<file path="src/rtl/sequence_generator_pkg.sv">
// Shared definitions for the pattern transmitter: FSM state encodings and the
// active-low 7-segment digit lookup (also used by the detector's display).
package sequence_generator_pkg;

    localparam logic [1:0] ST_IDLE = 2'd0;
    localparam logic [1:0] ST_SEND = 2'd1;
    localparam logic [1:0] ST_GAP  = 2'd2;

    // Segment order {a,b,c,d,e,f,g}; a 0 lights the segment.
    function automatic logic [6:0] seg_digit(input logic [3:0] digit);
        logic [6:0] seg;
        case (digit)
            4'd0:    seg = 7'b0000001;
            4'd1:    seg = 7'b1001111;
            4'd2:    seg = 7'b0010010;
            4'd3:    seg = 7'b0000110;
            4'd4:    seg = 7'b1001100;
            4'd5:    seg = 7'b0100100;
            4'd6:    seg = 7'b0100000;
            4'd7:    seg = 7'b0001111;
            4'd8:    seg = 7'b0000000;
            default: seg = 7'b1111111;
        endcase
        return seg;
    endfunction

endpackage

</file>
<file path="src/rtl/sequence_generator_if.sv">
// Control and serial-output bundle of the pattern transmitter.
// SEQGEN_SELF_CHECK_EN adds the shadow-detector match output.
interface sequence_generator_if #(
    parameter int PATTERN_LEN = 4
);
    logic                   start;
    logic                   stop;
    logic                   repeat_en;
    logic [PATTERN_LEN-1:0] pattern;
    logic                   tx_bit;
    logic                   bit_clk;
    logic                   busy;
    logic                   done;
    logic [6:0]             seg;

`ifdef SEQGEN_SELF_CHECK_EN
    logic                   match;

    modport master (output start, stop, repeat_en, pattern,
                    input  tx_bit, bit_clk, busy, done, seg, match);
    modport slave  (input  start, stop, repeat_en, pattern,
                    output tx_bit, bit_clk, busy, done, seg, match);
`else
    modport master (output start, stop, repeat_en, pattern,
                    input  tx_bit, bit_clk, busy, done, seg);
    modport slave  (input  start, stop, repeat_en, pattern,
                    output tx_bit, bit_clk, busy, done, seg);
`endif

endinterface

</file>
<file path="src/rtl/seqgen_tick_div.sv">
// Bit-period divider: counts clk cycles per bit and produces the end-of-bit
// tick plus a registered bit clock that rises exactly mid-period.
module seqgen_tick_div #(
    parameter int TICK_DIV = 20000000
) (
    input  logic clk,
    input  logic rst_n,
    input  logic busy_next,
    input  logic clear,
    output logic tick,
    output logic bit_clk
);

    localparam int CNT_W = $clog2(TICK_DIV);
    localparam logic [CNT_W-1:0] LAST = CNT_W'(TICK_DIV - 1);
    localparam logic [CNT_W-1:0] HALF = CNT_W'(TICK_DIV / 2);

    logic [CNT_W-1:0] tick_cnt_q, tick_cnt_d;
    logic             bit_clk_q, bit_clk_d;

    assign tick    = (tick_cnt_q == LAST);
    assign bit_clk = bit_clk_q;

    // bit_clk is computed from next-cycle values so the flop output equals
    // busy && tick_cnt >= TICK_DIV/2 in the same cycle as the count.
    always_comb begin
        tick_cnt_d = tick_cnt_q + CNT_W'(1);
        if (clear || !busy_next || tick)
            tick_cnt_d = '0;
        bit_clk_d = busy_next && (tick_cnt_d >= HALF);
    end

    always_ff @(posedge clk) begin
        if (!rst_n) begin
            tick_cnt_q <= '0;
            bit_clk_q  <= 1'b0;
        end else begin
            tick_cnt_q <= tick_cnt_d;
            bit_clk_q  <= bit_clk_d;
        end
    end

endmodule

</file>
<file path="src/rtl/sequence_generator.sv">
// Serial pattern transmitter: shifts a latched pattern out MSB-first with a
// mid-bit sample clock and a 7-segment bit count. SEQGEN_SELF_CHECK_EN adds a shadow detector.
module sequence_generator #(
    parameter int   PATTERN_LEN = 4,
    parameter int   TICK_DIV    = 20000000,
    parameter int   GAP_BITS    = 2,
    parameter logic IDLE_LEVEL  = 1'b1
) (
    input logic                 clk,
    input logic                 rst_n,
    sequence_generator_if.slave bus
);
    import sequence_generator_pkg::*;

    localparam int GAP_W = $clog2(GAP_BITS + 2);

    logic [1:0]             state_q, state_d;
    logic [PATTERN_LEN-1:0] shift_q, shift_d;
    logic [PATTERN_LEN-1:0] pat_q, pat_d;
    logic [3:0]             bit_cnt_q, bit_cnt_d;
    logic [GAP_W-1:0]       gap_cnt_q, gap_cnt_d;
    logic                   done_q, done_d;
    logic                   accept, frame_end, last_bit, last_gap;
    logic                   tick, bit_clk, busy_next, tx_bit;

    assign last_bit  = (int'(bit_cnt_q) == PATTERN_LEN - 1);
    assign last_gap  = (int'(gap_cnt_q) == GAP_BITS - 1);
    assign busy_next = (state_d != ST_IDLE);

    always_comb begin
        state_d   = state_q;
        shift_d   = shift_q;
        pat_d     = pat_q;
        bit_cnt_d = bit_cnt_q;
        gap_cnt_d = gap_cnt_q;
        done_d    = 1'b0;
        accept    = 1'b0;
        frame_end = 1'b0;
        case (state_q)
            ST_IDLE: begin
                if (bus.start && !bus.stop) begin
                    accept    = 1'b1;
                    pat_d     = bus.pattern;
                    shift_d   = bus.pattern;
                    bit_cnt_d = '0;
                    state_d   = ST_SEND;
                end
            end
            ST_SEND: begin
                if (tick) begin
                    bit_cnt_d = bit_cnt_q + 4'd1;
                    shift_d   = shift_q << 1;
                    if (last_bit) begin
                        if (GAP_BITS > 0) begin
                            state_d   = ST_GAP;
                            gap_cnt_d = '0;
                        end else begin
                            frame_end = 1'b1;
                        end
                    end
                end
            end
            ST_GAP: begin
                if (tick) begin
                    gap_cnt_d = gap_cnt_q + GAP_W'(1);
                    if (last_gap)
                        frame_end = 1'b1;
                end
            end
            default: state_d = ST_IDLE;
        endcase

        // Repeats replay the pattern captured at the original start.
        if (frame_end) begin
            done_d    = 1'b1;
            bit_cnt_d = '0;
            if (bus.repeat_en) begin
                shift_d = pat_q;
                state_d = ST_SEND;
            end else begin
                state_d = ST_IDLE;
            end
        end

        if (bus.stop) begin
            state_d   = ST_IDLE;
            bit_cnt_d = '0;
            done_d    = 1'b0;
        end
    end

    always_ff @(posedge clk) begin
        if (!rst_n) begin
            state_q   <= ST_IDLE;
            shift_q   <= '0;
            bit_cnt_q <= '0;
            gap_cnt_q <= '0;
            done_q    <= 1'b0;
        end else begin
            state_q   <= state_d;
            shift_q   <= shift_d;
            bit_cnt_q <= bit_cnt_d;
            gap_cnt_q <= gap_cnt_d;
            done_q    <= done_d;
        end
    end

    always_ff @(posedge clk) begin
        pat_q <= pat_d;
    end

    seqgen_tick_div #(
        .TICK_DIV (TICK_DIV)
    ) u_tick_div (
        .clk       (clk),
        .rst_n     (rst_n),
        .busy_next (busy_next),
        .clear     (accept),
        .tick      (tick),
        .bit_clk   (bit_clk)
    );

    assign tx_bit      = (state_q == ST_SEND) ? shift_q[PATTERN_LEN-1] : IDLE_LEVEL;
    assign bus.tx_bit  = tx_bit;
    assign bus.bit_clk = bit_clk;
    assign bus.busy    = (state_q != ST_IDLE);
    assign bus.done    = done_q;
    assign bus.seg     = seg_digit(bit_cnt_q);

`ifdef SEQGEN_SELF_CHECK_EN
    logic [PATTERN_LEN-1:0] hist_q, hist_d, hist_shift;
    logic                   bit_clk_dly_q, bit_clk_rise;

    assign bit_clk_rise = bit_clk && !bit_clk_dly_q;
    assign hist_shift   = (hist_q << 1) | PATTERN_LEN'(tx_bit);

    always_comb begin
        hist_d = hist_q;
        if (bus.stop)
            hist_d = '0;
        else if (bit_clk_rise)
            hist_d = hist_shift;
    end

    always_ff @(posedge clk) begin
        if (!rst_n) begin
            hist_q        <= '0;
            bit_clk_dly_q <= 1'b0;
        end else begin
            hist_q        <= hist_d;
            bit_clk_dly_q <= bit_clk;
        end
    end

    // Only the frame's final sample may match, so windows straddling the
    // idle gap and the next frame cannot alias the pattern.
    assign bus.match = bit_clk_rise && !bus.stop && (state_q == ST_SEND) &&
                       last_bit && (hist_shift == pat_q);
`endif

endmodule

</file>
<file path="src/flat_wrapper.sv">
// flat-port wrapper written by rule: the top's interface ports become plain ports
module sequence_generator_flat import sequence_generator_pkg::*;
#(
    parameter int   PATTERN_LEN = 4,
    parameter int   TICK_DIV    = 20000000,
    parameter int   GAP_BITS    = 2,
    parameter logic IDLE_LEVEL  = 1'b1
)
  (clk, rst_n, bus_start, bus_stop, bus_repeat_en, bus_pattern, bus_tx_bit, bus_bit_clk, bus_busy, bus_done, bus_seg);
  sequence_generator_if #(.PATTERN_LEN(PATTERN_LEN)) bus_i ();
  input logic clk;
  input logic rst_n;
  input wire logic [$bits(bus_i.start)-1:0] bus_start;
  input wire logic [$bits(bus_i.stop)-1:0] bus_stop;
  input wire logic [$bits(bus_i.repeat_en)-1:0] bus_repeat_en;
  input wire logic [$bits(bus_i.pattern)-1:0] bus_pattern;
  output wire logic [$bits(bus_i.tx_bit)-1:0] bus_tx_bit;
  output wire logic [$bits(bus_i.bit_clk)-1:0] bus_bit_clk;
  output wire logic [$bits(bus_i.busy)-1:0] bus_busy;
  output wire logic [$bits(bus_i.done)-1:0] bus_done;
  output wire logic [$bits(bus_i.seg)-1:0] bus_seg;
  assign bus_i.start = bus_start;
  assign bus_i.stop = bus_stop;
  assign bus_i.repeat_en = bus_repeat_en;
  assign bus_i.pattern = bus_pattern;
  assign bus_tx_bit = bus_i.tx_bit;
  assign bus_bit_clk = bus_i.bit_clk;
  assign bus_busy = bus_i.busy;
  assign bus_done = bus_i.done;
  assign bus_seg = bus_i.seg;
  sequence_generator #(.PATTERN_LEN(PATTERN_LEN), .TICK_DIV(TICK_DIV), .GAP_BITS(GAP_BITS), .IDLE_LEVEL(IDLE_LEVEL)) u_core (.clk(clk), .rst_n(rst_n), .bus(bus_i));
endmodule
</file>
<file path="config.mk">
export PLATFORM = sky130hd
export DESIGN_NAME = sequence_generator_flat
export DESIGN_NICKNAME = d
export VERILOG_FILES = /design/src/rtl/sequence_generator_pkg.sv /design/src/rtl/sequence_generator_if.sv /design/src/rtl/seqgen_tick_div.sv /design/src/rtl/sequence_generator.sv /design/src/flat_wrapper.sv
export SDC_FILE = /design/constraint.sdc
export NUM_CORES = 1
export LEC_CHECK = 0
export CAP_MARGIN = 20
export CORE_MARGIN = 3
export CORE_UTILIZATION = 50
export DETAILED_ROUTE_END_ITERATION = 8
export PLACE_DENSITY = 0.7
export SLEW_MARGIN = 20
export SYNTH_ARGS = -nofsm -noshare
export SYNTH_HDL_FRONTEND = slang
export SYNTH_SLANG_ARGS = --single-unit
</file>
<file path="constraint.sdc">
create_clock -name clk -period 4.48 [get_ports clk]
set_input_delay 0.672 -clock clk [delete_from_list [all_inputs] [get_ports clk]]
set_output_delay 0.672 -clock clk [all_outputs]
set_load 0.01 [all_outputs]
</file>
==> impl_metrics.tcl <==
set metrics [dict create \
    place_inst 396 \
    finish.utilization_pct 59.4 \
    synth_ff_type "dfxtp_1" \
    cp-startpoint "u_core.u_tick_div.tick_cnt_q[0]" \
    firstDrtPassIters 4 \
    ant_nets 0 \
    final_nets 351 \
    ys_types 57 \
    synth_edf_count 4 \
    instances_no_fill 404 \
    fmax_ghz 0.305 \
    postRouteWirelength_mm 5.54 \
    portBuffers 19 \
    synth-seq-area-share_pct 37.2 \
    grt.overflow.total 0 \
    worst_pin_slew_ps 1000 \
    die_width_um 80.8 \
    drc 0 \
    p_leak_nw 1.11 \
    cts-root-buf "clkbuf_8" \
    die_h_um 80.8 \
    min-delay-start "u_core.pat_q[1]" \
    ioPinCount 20 \
    grt_max_degree 27 \
    dp_hpwl_mm 4.08 \
    drt_iter0_drc 111 \
    insertion_delay_ps 310 \
    slew_violations 0 \
    grt_pass1_vias 2189 \
    layout-drive-gt1-share_pct 6.89 \
    antenna_cells 0 \
    track_usage_pct 19.0 \
    setup_tns_ps 0 \
    status "complete, no violations" \
    start_kind "flop" \
    fin_crit_sh_pct 73.2 \
    vias_per_cell 5.64 \
    syn-num-nets 336 \
    grt_pass1_wl_mm 9.89 \
    cts_tree "yes" \
    core.rowCount 26 \
    async_flop_share_pct 0 \
    cts_buffers 5 \
    area_growth_pct 12.0 \
    cts_setup_buffers 0 \
    clock-sinks 50 \
    hold_path.class "flop to flop" \
    cts_resized 0 \
    synth_cells 318 \
    vias 2278 \
    start_util_pct 53.1 \
    pwr_density_cell_nw_per_um2 251 \
    cts_hold_buffers 0 \
    maxSlewHeadroom_pct 33.1 \
    hold_violations 0 \
    path_max_fanout 14 \
    synth-seq-cells 50 \
    yosysWarnings 0 \
    setup_viol 0 \
    routabilityCongestion 0.855 \
    clk_path_buf_depth 2 \
    h-tree-depth 2 \
    syn_avg_cell_area_um2 8.79 \
    maxCapViolCount 0 \
    antenna_found_initial 0 \
    critPathArrivalTime_ps 3480 \
    reg2reg_from "u_core.u_tick_div.tick_cnt_q[0]" \
    fin_crit_ps 3280 \
    die_area_um2 6530 \
    post_drt_wl_per_cell_um 13.7 \
    fin_skew_ps 5.39 \
    worstPathRequired_ps 4680 \
    rsz0062_at_grt "no" \
    core_um2 5270 \
    clk_pin_slew_ps 100 \
    cp-end-kind "flop" \
    peakVddDrop_uv 195 \
    synth_area_um2 2800 \
    critPathKind "flop to flop" \
]
-- cell usage after synthesis, types with 2 or more instances --
master    instances  area (um2)
dfxtp_1          46         921
o211ai_1          2        15.0
mux2_2            2        22.5
nor4_4            2        42.5
and2_1            6        37.5
nor4_1            2        12.5
nand3b_1          3        22.5
a21oi_1           7        35.0
ha_1              9         113
o211a_1           4        40.0
nand4_1          17         106
and3_1            7        43.8
nand2_1          22        82.6
edfxtp_1          4         120
nand3_1          15        75.1
xor2_1           12         105
and3b_1           2        17.5
clkbuf_1          3        11.3
nor2b_1           8        50.1
inv_1            14        52.6
xnor2_1          15         131
nor4bb_1          5        50.1
a31oi_1           3        18.8
mux2i_1           5        50.1
nor2_1           35         131
o21ai_0           7        35.0
o21ai_1          10        50.1
nor3_1            8        40.0
and4_1            3        26.3
buf_2             7        35.0
nand2b_1          5        31.3
or3_1             2        12.5
o311ai_0          2        17.5
-- cell families after synthesis --
family | count (synthesis) | share of synthesized area (%)
buf+inv | 26 | 3.80
compound gates | 48 | 12.3
simple gates | 150 | 31.2
flops | 50 | 37.2
fa+ha+maj | 9 | 4.03
xor+xnor | 27 | 8.46
mux | 8 | 3.00
-- layout by cell type, fill, tap and decap left out, drive strengths merged, types with 6 or more instances in the layout --
cell / n
nand4: 18
nand3: 15
and3: 7
and2: 6
nand2: 22
clkbuf: 6
nor2b: 8
xnor2: 15
xor2: 12
a21oi: 7
dfxtp: 46
o21ai: 19
inv: 16
ha: 9
nor3: 10
nor2: 35
clkdlybuf4s50: 19
-- final timing paths --
check	to	slack (ps)	cells after the start
max	u_core.bus.seg[0]	1200	10
min	u_core.shift_q[1]	490	1
max reg2reg	u_core.bus.seg[0]	1200	10
min reg2reg	u_core.shift_q[1]	490	1
-- state kept, by name (all words and copies together) (netlist names) --
signal / cells
u_core.bit_cnt_q: 4
u_core.shift_q: 4
u_core.bus.done: 1
u_core.u_tick_div.bit_clk: 1
u_core.state_q: 2
u_core.u_tick_div.tick_cnt_q: 25
u_core.pat_q: 4
u_core.gap_cnt_q: 2
u_core.bus.seg: 7
-- worst max-delay path, stage by stage (launching register included) --
cell	delay, ps
dfxtp_1	440
ha_1	500
inv_1	110
or3_4	410
nor4_4	520
nor3b_1	100
o21ai_1	430
ha_1	260
inv_1	70
o21ai_4	220
o21ai_1	100
-- stage by stage --
step / worst slack [ps] / hold WS [ps] / instance area [um2] / total power, mW
after floorplan: 1900 / 463 / 2800 / 0.480
after global placement: 1390 / 470 / 3020 / 0.493
after detailed placement: 1220 / 480 / 3020 / 0.493
after CTS: 1220 / 503 / 3130 / 0.798
after global routing: 893 / 520 / 3130 / 0.817
final: 1200 / 495 / 3130 / 0.785
-- cell type report --
cell class	count	area (um2)
repair buffers	19	190
flip-flops and latches	50	1040
clock buffers	6	93.8
well taps	70	87.6
inverters	15	56.3
fillers	497	2140
clock inverters	2	13.8
multi-input cells	242	1650
-- layer usage --
layer | track usage, % | vias up | share of wire [%]
met5 | 0 | - | 0
met4 | 7.26 | 0 | 1.8
met3 | 3.77 | 8 | 4.1
met2 | 30.7 | 44 | 46
met1 | 25.0 | 1061 | 48
li1 | - | 1165 | -
-- power by group --
group / total [mW] / switching [mW] / internal (mW)
registers: 0.456 / 0.00187 / 0.454
logic: 0.0271 / 0.0133 / 0.0138
clock network: 0.303 / 0.158 / 0.144
total: 0.785 / 0.174 / 0.612
Note: power is estimated with default switching activity, not from simulation.
